<file path="src/rtl/gray_pkg.sv">
// ---------------------------------------------------------------------------
// gray_pkg
// Shared definitions for the Gray-code decoder block:
//   - DEFAULT_N      : default width of the Gray input / binary output
//   - lock_state_t   : lock tracker FSM state encodings
//   - step_class_t   : classification of one decoded sample relative to the
//                      previously decoded value (GOOD / HOLD / BAD)
// ---------------------------------------------------------------------------
package gray_pkg;

  localparam int DEFAULT_N = 8;

  typedef enum logic {
    ST_UNLOCKED = 1'b0,
    ST_LOCKED   = 1'b1
  } lock_state_t;

  typedef enum logic [1:0] {
    STEP_GOOD = 2'd0,  // new == prev + 1 (mod 2^N)
    STEP_HOLD = 2'd1,  // new == prev
    STEP_BAD  = 2'd2   // anything else
  } step_class_t;

endpackage : gray_pkg

</file>
<file path="src/rtl/gray2bin.sv">
// ---------------------------------------------------------------------------
// gray2bin
// Purely combinational Gray-to-binary converter.
//   b[N-1] = g[N-1]
//   b[i]   = b[i+1] ^ g[i]
// Each output bit is written as the XOR-reduction of all Gray bits from its
// own position upwards, which is the same function without a chain of
// references between output bits.
// Ports:
//   i_gray  in  N  Gray-coded value
//   o_bin   out N  binary equivalent
// ---------------------------------------------------------------------------
module gray2bin
  import gray_pkg::*;
#(
  parameter int N = DEFAULT_N
) (
  input  logic [N-1:0] i_gray,
  output logic [N-1:0] o_bin
);

  assign o_bin[N-1] = i_gray[N-1];

  genvar gi;
  generate
    for (gi = 0; gi < N - 1; gi++) begin : g_bit
      assign o_bin[gi] = ^i_gray[N-1:gi];
    end
  endgenerate

endmodule : gray2bin

</file>
<file path="src/rtl/gray_decoder.sv">
// ---------------------------------------------------------------------------
// gray_decoder
// Two-stage Gray-to-binary decoder with a sequence tracker.
//   Stage 1 registers gray_in (when clk_en) and a valid flag.
//   gray2bin converts the stage-1 value combinationally.
//   Stage 2 registers the binary value into bin_out and pulses bin_valid.
//   In the same stage-2 cycle each decoded sample is classified against the
//   previous decoded value and drives a two-state lock tracker; an illegal
//   step while locked pulses step_err and bumps a saturating error counter.
// Ports:
//   clk        in   1      clock, all state on rising edge
//   rst        in   1      synchronous active-high reset
//   clk_en     in   1      sample strobe for gray_in
//   gray_in    in   N      Gray-coded count
//   err_clr    in   1      synchronous clear of err_count (wins over step_err)
//   bin_out    out  N      registered binary value
//   bin_valid  out  1      one-cycle pulse when bin_out updates
//   locked     out  1      tracking a legal +1 Gray sequence
//   step_err   out  1      one-cycle pulse: illegal step while locked
//   err_count  out  ERR_W  saturating count of step_err pulses
// ---------------------------------------------------------------------------
module gray_decoder
  import gray_pkg::*;
#(
  parameter int N        = DEFAULT_N,
  parameter int LOCK_CNT = 2,
  parameter int ERR_W    = 8
) (
  input  logic             clk,
  input  logic             rst,
  input  logic             clk_en,
  input  logic [N-1:0]     gray_in,
  input  logic             err_clr,
  output logic [N-1:0]     bin_out,
  output logic             bin_valid,
  output logic             locked,
  output logic             step_err,
  output logic [ERR_W-1:0] err_count
);

  localparam int               CNT_W   = $clog2(LOCK_CNT + 1);
  localparam logic [ERR_W-1:0] ERR_MAX = '1;
  localparam logic [CNT_W-1:0] CNT_TOP = CNT_W'(LOCK_CNT - 1);

  // Stage 1
  logic [N-1:0]     r_s1_gray;
  logic             r_s1_valid;
  // Stage 2 / tracker state
  logic [N-1:0]     r_bin;
  logic             r_bin_valid;
  logic             r_primed;
  logic [CNT_W-1:0] r_good_cnt;
  lock_state_t      r_state;
  logic             r_step_err;
  logic [ERR_W-1:0] r_err_count;

  // Combinational
  logic [N-1:0]     w_s1_bin;
  logic [N-1:0]     w_prev_bin;
  logic [N-1:0]     w_prev_inc;
  step_class_t      w_step;
  lock_state_t      w_state_next;
  logic [CNT_W-1:0] w_good_cnt_next;
  logic             w_primed_next;
  logic             w_step_err_next;

  // -------------------------------------------------------------------------
  // Stage 1: capture gray_in on the strobe, valid flag follows clk_en
  // -------------------------------------------------------------------------
  always_ff @(posedge clk) begin
    if (rst) begin
      r_s1_gray  <= '0;
      r_s1_valid <= 1'b0;
    end else begin
      r_s1_valid <= clk_en;
      if (clk_en) begin
        r_s1_gray <= gray_in;
      end
    end
  end

  gray2bin #(
    .N (N)
  ) u_gray2bin (
    .i_gray (r_s1_gray),
    .o_bin  (w_s1_bin)
  );

  // -------------------------------------------------------------------------
  // Stage 2: bin_out register. It updates on exactly the same condition as
  // the "last decoded value", so it doubles as prev_bin for classification.
  // -------------------------------------------------------------------------
  always_ff @(posedge clk) begin
    if (rst) begin
      r_bin       <= '0;
      r_bin_valid <= 1'b0;
    end else begin
      r_bin_valid <= r_s1_valid;
      if (r_s1_valid) begin
        r_bin <= w_s1_bin;
      end
    end
  end

  assign w_prev_bin = r_bin;
  assign w_prev_inc = w_prev_bin + N'(1);  // wraps 2^N-1 -> 0 naturally

  always_comb begin
    w_step = STEP_BAD;
    if (w_s1_bin == w_prev_inc) begin
      w_step = STEP_GOOD;
    end else if (w_s1_bin == w_prev_bin) begin
      w_step = STEP_HOLD;
    end
  end

  // -------------------------------------------------------------------------
  // Lock tracker FSM: state register
  // -------------------------------------------------------------------------
  always_ff @(posedge clk) begin
    if (rst) begin
      r_state    <= ST_UNLOCKED;
      r_good_cnt <= '0;
      r_primed   <= 1'b0;
      r_step_err <= 1'b0;
    end else begin
      r_state    <= w_state_next;
      r_good_cnt <= w_good_cnt_next;
      r_primed   <= w_primed_next;
      r_step_err <= w_step_err_next;
    end
  end

  // -------------------------------------------------------------------------
  // Lock tracker FSM: next state. Decisions are taken only for a sample that
  // is being written into bin_out this cycle, so locked/step_err change on
  // the same edge that raises bin_valid for the deciding sample.
  // -------------------------------------------------------------------------
  always_comb begin
    w_state_next    = r_state;
    w_good_cnt_next = r_good_cnt;
    w_primed_next   = r_primed;
    w_step_err_next = 1'b0;

    if (r_s1_valid) begin
      if (!r_primed) begin
        // First sample after reset has nothing to compare against.
        w_primed_next = 1'b1;
      end else begin
        case (r_state)
          ST_UNLOCKED: begin
            case (w_step)
              STEP_GOOD: begin
                if (r_good_cnt == CNT_TOP) begin
                  w_state_next    = ST_LOCKED;
                  w_good_cnt_next = '0;
                end else begin
                  w_good_cnt_next = r_good_cnt + CNT_W'(1);
                end
              end
              STEP_HOLD: w_good_cnt_next = r_good_cnt;
              default:   w_good_cnt_next = '0;
            endcase
          end
          ST_LOCKED: begin
            if (w_step == STEP_BAD) begin
              w_step_err_next = 1'b1;
              w_state_next    = ST_UNLOCKED;
              w_good_cnt_next = '0;
            end
          end
          default: begin
            w_state_next    = ST_UNLOCKED;
            w_good_cnt_next = '0;
          end
        endcase
      end
    end
  end

  // -------------------------------------------------------------------------
  // Saturating error counter; clear has priority over a coincident error.
  // -------------------------------------------------------------------------
  always_ff @(posedge clk) begin
    if (rst) begin
      r_err_count <= '0;
    end else if (err_clr) begin
      r_err_count <= '0;
    end else if (w_step_err_next && (r_err_count != ERR_MAX)) begin
      r_err_count <= r_err_count + ERR_W'(1);
    end
  end

  assign bin_out   = r_bin;
  assign bin_valid = r_bin_valid;
  assign locked    = (r_state == ST_LOCKED);
  assign step_err  = r_step_err;
  assign err_count = r_err_count;

endmodule : gray_decoder

</file>
<file path="config.mk">
export PLATFORM = sky130hd
export DESIGN_NAME = gray_decoder
export DESIGN_NICKNAME = d
export VERILOG_FILES = /design/src/rtl/gray_pkg.sv /design/src/rtl/gray2bin.sv /design/src/rtl/gray_decoder.sv
export SDC_FILE = /design/constraint.sdc
export NUM_CORES = 1
export LEC_CHECK = 0
export BUFFER_PORTS_ARGS = -buffer_cell sky130_fd_sc_hd__buf_2
export CORE_UTILIZATION = 55
export CTS_CLUSTER_SIZE = 24
export DETAILED_ROUTE_END_ITERATION = 8
export PLACE_DENSITY_LB_ADDON = 0.12
export SETUP_SLACK_MARGIN = 0.02
export SKIP_CTS_REPAIR_TIMING = 1
export SLEW_MARGIN = 20
export SYNTH_ARGS = -nofsm -noshare
export SYNTH_HDL_FRONTEND = slang
export SYNTH_SLANG_ARGS = --single-unit
</file>
<file path="constraint.sdc">
create_clock -name clk -period 7.7 [get_ports clk]
set_input_delay 1.54 -clock clk [delete_from_list [all_inputs] [get_ports clk]]
set_output_delay 1.54 -clock clk [all_outputs]
set_load 0.05 [all_outputs]
</file>
==> Word-level counts from Yosys, hierarchy flattened <==
Cells that the tools add are included.
{ "word_totals": {"reg_bits": 31, "latchBits": 0, "ram_bits": 0, "mem_bits_ro": 0, "inputBits": 12, "output_inout_bits": 19, "mem_count": 0} }
{ "op_classes": {"add_sub_neg": 3, "n_mul": 0, "div": 0, "order_cmp": 0, "n_eq_ne": 8, "shift": 0, "mux": 14, "bitwise_logic": 1, "n_reduce_logical": 12} }
{ "op_table": {"columns": ["operator", "count"], "rows": [
  ["adder 8 x 1 -> 8 bit, second input constant", 2],
  ["== test 8 bit", 2],
  ["2-to-1 mux 2 bit", 4],
  ["!= test 8 bit, second input constant", 1],
  ["case mux 2 bit (2 select lines)", 2],
  ["parity 8 bit", 1],
  ["2-to-1 mux 1 bit", 7],
  ["parity 7 bit", 1],
  ["parity 6 bit", 1],
  ["parity 5 bit", 1],
  ["== test 2 x 1 -> 1 bit, second input constant", 2],
  ["AND reduction 4 bit", 1],
  ["parity 4 bit", 1],
  ["parity 3 bit", 1],
  ["adder 2 x 1 -> 2 bit, second input constant", 1],
  ["== test 2 bit, second input constant", 1],
  ["zero test 2 bit", 1],
  ["!= test 2 x 1 -> 1 bit, second input constant", 1],
  ["!= test 2 bit, second input constant", 1],
  ["case mux 1 bit (2 select lines)", 1],
  ["AND reduction 2 bit", 1],
  ["OR reduction 2 bit", 1],
  ["parity 2 bit", 1],
  ["logical AND 1 bit", 1],
  ["inverter 1 bit", 1]
]} }

==> Longest topological paths before layout <==
{ "logic_depth": {"depth_word": 10, "mapped_depth": 9, "mapped_depth_nobuf": 8} }

==> Cells and area by module <==
Synthesis repeated with hierarchy kept, for this count alone.
{ "hier_totals": {"hier_cells": 189, "area_unflattened_um2": 1724.2} }
{ "by_module_without_submodules": {"columns": ["mod", "instances", "cells_per_inst", "area_each_um2", "seq_area_each_um2"], "rows": [
  ["gray_decoder", 1, 179, 1599.0, 620.6],
  ["gray2bin", 1, 10, 125.1, 0.0]
]} }

==> Least setup slack after synthesis <==
Ideal clock, no wire load.
{ "synth_path": {"kind": "register -> register", "from": "register r_bin[0], in the netlist bin_out[0]", "to": "register r_good_cnt[0]", "setup_ns": 0.074, "arrival_time_ns": 2.674, "required_time_ns": 7.626, "slack_ns": 4.951, "stages_incl_launch_ff": 8, "n_path_buf": 0, "period_less_slack_ns": 2.749, "path_cell_list": "dfxtp_1 > ha_1 > or3_1 > a2111oi_2 > o22ai_1 > a21o_1 > or4_1 > a31oi_1"} }
{ "synth_between": {"elab_chain_cells": 6, "elab_cells_between_ends": 13} }
{ "synth_rtl": {"columns": ["item", "line", "source"], "rows": [
  ["start: declaration", "gray_decoder.sv:49", "logic [N-1:0] r_bin;"],
  ["start signal: assignment", "gray_decoder.sv:100", "r_bin <= w_s1_bin;"],
  ["adder 8 x 1 -> 8 bit / == test 8 bit (equally long branches)", "gray_decoder.sv:106, gray_decoder.sv:112", null],
  ["== test 8 bit / 2-to-1 mux 2 bit (equally long branches)", "gray_decoder.sv:110, gray_decoder.sv:112", null],
  ["2-to-1 mux 2 bit *", "gray_decoder.sv:110", "if (w_s1_bin == w_prev_inc) begin"],
  ["== test 2 x 1 -> 1 bit, or another cell as far along", "gray_decoder.sv:152", "case (w_step)"],
  ["case mux 2 bit (2 select lines), or another cell as far along", "gray_decoder.sv:152", null],
  ["case mux 2 bit (2 select lines) / AND reduction 4 bit (equally long branches)", null, null],
  ["end signal: assignment", "gray_decoder.sv:128", "r_good_cnt <= w_good_cnt_next;"],
  ["end: declaration", "gray_decoder.sv:52", "logic [CNT_W-1:0] r_good_cnt;"]
]} }
Mark *: on every way between the ends. The rest lies on a longest branch, timed or not.
A chain may end at the register's enable or synchronous reset.

==> Final worst setup path <==
{ "layout_path": {"from": "register r_s1_gray[7]", "to": "register r_good_cnt[1]"} }
{ "layout_between": {"elab_chain_cells": 7, "elab_cells_between_ends": 19} }
{ "layout_rtl": {"columns": ["item", "line", "source"], "rows": [
  ["start: declaration", "gray_decoder.sv:46", "logic [N-1:0] r_s1_gray;"],
  ["start signal: assignment", "gray_decoder.sv:77", "r_s1_gray <= gray_in;"],
  ["parity 8 bit, or another cell as far along", "gray2bin.sv:27", "assign o_bin[gi] = ^i_gray[N-1:gi];"],
  ["== test 8 bit", "gray_decoder.sv:112", "end else if (w_s1_bin == w_prev_bin) begin"],
  ["2-to-1 mux 2 bit", "gray_decoder.sv:112", null],
  ["2-to-1 mux 2 bit *", "gray_decoder.sv:110", null],
  ["== test 2 x 1 -> 1 bit, or another cell as far along", "gray_decoder.sv:152", null],
  ["case mux 2 bit (2 select lines), or another cell as far along", "gray_decoder.sv:152", null],
  ["case mux 2 bit (2 select lines) / AND reduction 4 bit (equally long branches)", null, null]
]} }
Marks and branches as above.

==> flow_summary.toml <==
[status]
status = "completed"

[worst_setup_path]
cp.arrival_ps = 3210
ff2ff_path_depth = 7
crit_path_top_delay_cell = "xnor3_4"
cp_max_fo = 15
crit_buf_inv = 0
r2r-end = "r_good_cnt[1]"
critPathRequiredTime_ps = 7940
max_stage_delay_ps = 660
cp_cell_sequence = "xnor3_4 > xnor2_4 > xnor2_1 > nand4_1 > a21oi_2 > nand3_1 > o311a_1"
crit_path_start = "r_s1_gray[7]"
reg2reg_slack_ps = 4730
crit_path_end_kind = "flip-flop"
start_kind = "flip-flop"
critical_path.top_delay_family = "XOR/XNOR gates"
reg2reg_from = "r_s1_gray[7]"
critPathKind = "flip-flop to flip-flop"

[logic_synthesis]
yosysTopAreaCellShare_pct = 31.4
syn_nets = 236
syn_inst = 222
async_flop_share_pct = 0
synth_warnings = 0
avgSynthCellArea_um2 = 8.92
synth_area_um2 = 1980
synthTopCellsByArea = "dfxtp_1, mux2i_1, nor2_1"
synth-seq-cells = 31
synth_ff_type = "dfxtp_1"
synthDistinctLibCells = 54
synth_edf_count = 0
yosysTopAreaCell = "dfxtp_1"
synth_seq_area_share_pct = 31.4

[clocking]
clk_pin_slew_ps = 100
htree_levels = 2
clock_latency_ps = 340
cts-root-buf = "clkbuf_4"
cts_buffers = 5
cts.sinks = 31
cts_tree = "built"
cts_buffer_depth = 2

[flow_run]
maxCapViolCount = 0

[cells_and_area]
drive_gt1_share_pct = 21.0
area_delta_synth_final_pct = 8.66
final_common_cell = "dfxtp_1"
fin_nets = 257
stdcell_count = 289
fin_util_pct = 63.5
layout_common_cells = "dfxtp_1, buf_2, nor2_1"
num_antenna_cells = 0

[grt]
grt-ovfl-total = 0
grt_pass1_wl_um = 6090
grt_antenna_before_repair = 0
grt_pass1_vias = 1309
grt_start_max_net_pins = 26
grt_usage_pct = 22.0

[route]
viasPerCell = 5.74
wl_um = 3910
initialDrtViolationCount = 80
first_pass_iters = 5
vias = 1658
route.detailed.drc = 0
routedWlPerCell_um = 13.5
antenna_left = 0

[sta]
fin_setup_tns_ps = 0
period_needed_ps = 2970
worst_pin_slew_ps = 649
rsz0062_at_grt = "no"
setup_viol = 0
hold_viol = 0
clock_skew_ps = 12.4
setup_slack_ps = 4730
report.final.slew_viol_count = 0
period_share_pct = 38.5
max_freq_mhz = 337
max_slew_margin_pct = 56.7

[worst_hold_path]
hold-path-endpoint = "r_good_cnt[1]"
hold_depth = 1
min-delay-start = "r_good_cnt[1]"
hold_path_class = "flip-flop to flip-flop"

[pwr]
ir_worst_vdd_uv = 120
power_density_nw_per_um2 = 179
leakage_nw = 0.864

[place]
gp_congestion = 0.789
dp_slack_ps = 4780
io_buffers = 30
dpl.cell_count = 282
post-dp-hpwl_um = 2730

[floorplanning]
io_pins = 31
start_util_pct = 58.4
die_w_um = 62.0
dieArea_um2 = 3840
row_count = 21
core_um2 = 3390
die_y_um = 62.0
## worst max-delay path by stage
stage | depth (start not counted) | to
6_report | 7 | r_good_cnt[1]
5_1_grt | 7 | r_good_cnt[1]
4_1_cts | 7 | r_good_cnt[1]
3_5_place_dp | 7 | r_good_cnt[1]
3_3_place_gp | 7 | r_good_cnt[1]
2_1_floorplan | 7 | r_good_cnt[0]
## Yosys cell counts, types with 2 or more instances
master / n
or3_1: 4
nor2b_1: 4
clkbuf_1: 9
o21ai_0: 3
xnor3_4: 2
o31ai_1: 4
nand4_1: 4
a21oi_1: 10
nor3_1: 2
or2_2: 2
nand2b_1: 4
nand3_1: 19
dfxtp_1: 31
nand2_1: 7
buf_6: 4
xor2_1: 4
o211ai_1: 2
xnor2_1: 10
mux2i_1: 17
and3_1: 5
buf_2: 2
inv_1: 4
or4_1: 5
nor2_1: 28
a211oi_1: 5
ha_1: 2
nor3b_1: 2
## flip-flops by register name, indices dropped and copies added, names as in the netlist
register,cells
bin_out,8
bin_valid,1
err_count,8
locked,1
r_good_cnt,2
r_primed,1
r_s1_gray,8
r_s1_valid,1
step_err,1
## through the flow
stage	cell area, µm²	power, mW	hold slack, ps
4_1_cts	2150	0.387	461
6_report	2150	0.386	462
3_3_place_gp	2090	0.289	441
3_5_place_dp	2090	0.289	441
2_1_floorplan	1980	0.273	428
5_1_grt	2150	0.407	482
## logic make-up (layout without fill, tap and decap cells)
family | count (synthesis) | after routing | synth area share, %
AND/OR/NAND/NOR | 93 | 93 | 25.5
AO/OA/AOI/OAI | 39 | 39 | 14.1
flip-flops | 31 | 31 | 31.4
XOR/XNOR | 20 | 20 | 13.7
buffers and inverters | 20 | 41 | 5.44
multiplexers | 17 | 17 | 8.60
adder cells (fa/ha/maj) | 2 | 2 | 1.26
## metal layers
metal,routed length (µm),track usage [%]
met4,37,5.71
met3,186,6.00
met2,1710,32.7
met5,0,0
met1,1980,31.3
## where the power goes
group          total (mW)  switching, mW  internal (mW)
Clock              0.0996         0.0574         0.0422
Combinational       0.105         0.0588         0.0463
Sequential          0.181         0.0144          0.167
Total               0.386          0.131          0.255
## cell type report
type | instances | area [µm²]
Fill cell | 291 | 1240
Timing Repair Buffer | 30 | 150
Multi-Input combinational cell | 171 | 1250
Sequential cell | 31 | 621
Tap cell | 46 | 57.6
Clock inverter | 1 | 5.00
Clock buffer | 6 | 51.3
Inverter | 4 | 15.0
No activity file was read; power rests on OpenSTA's default activity.
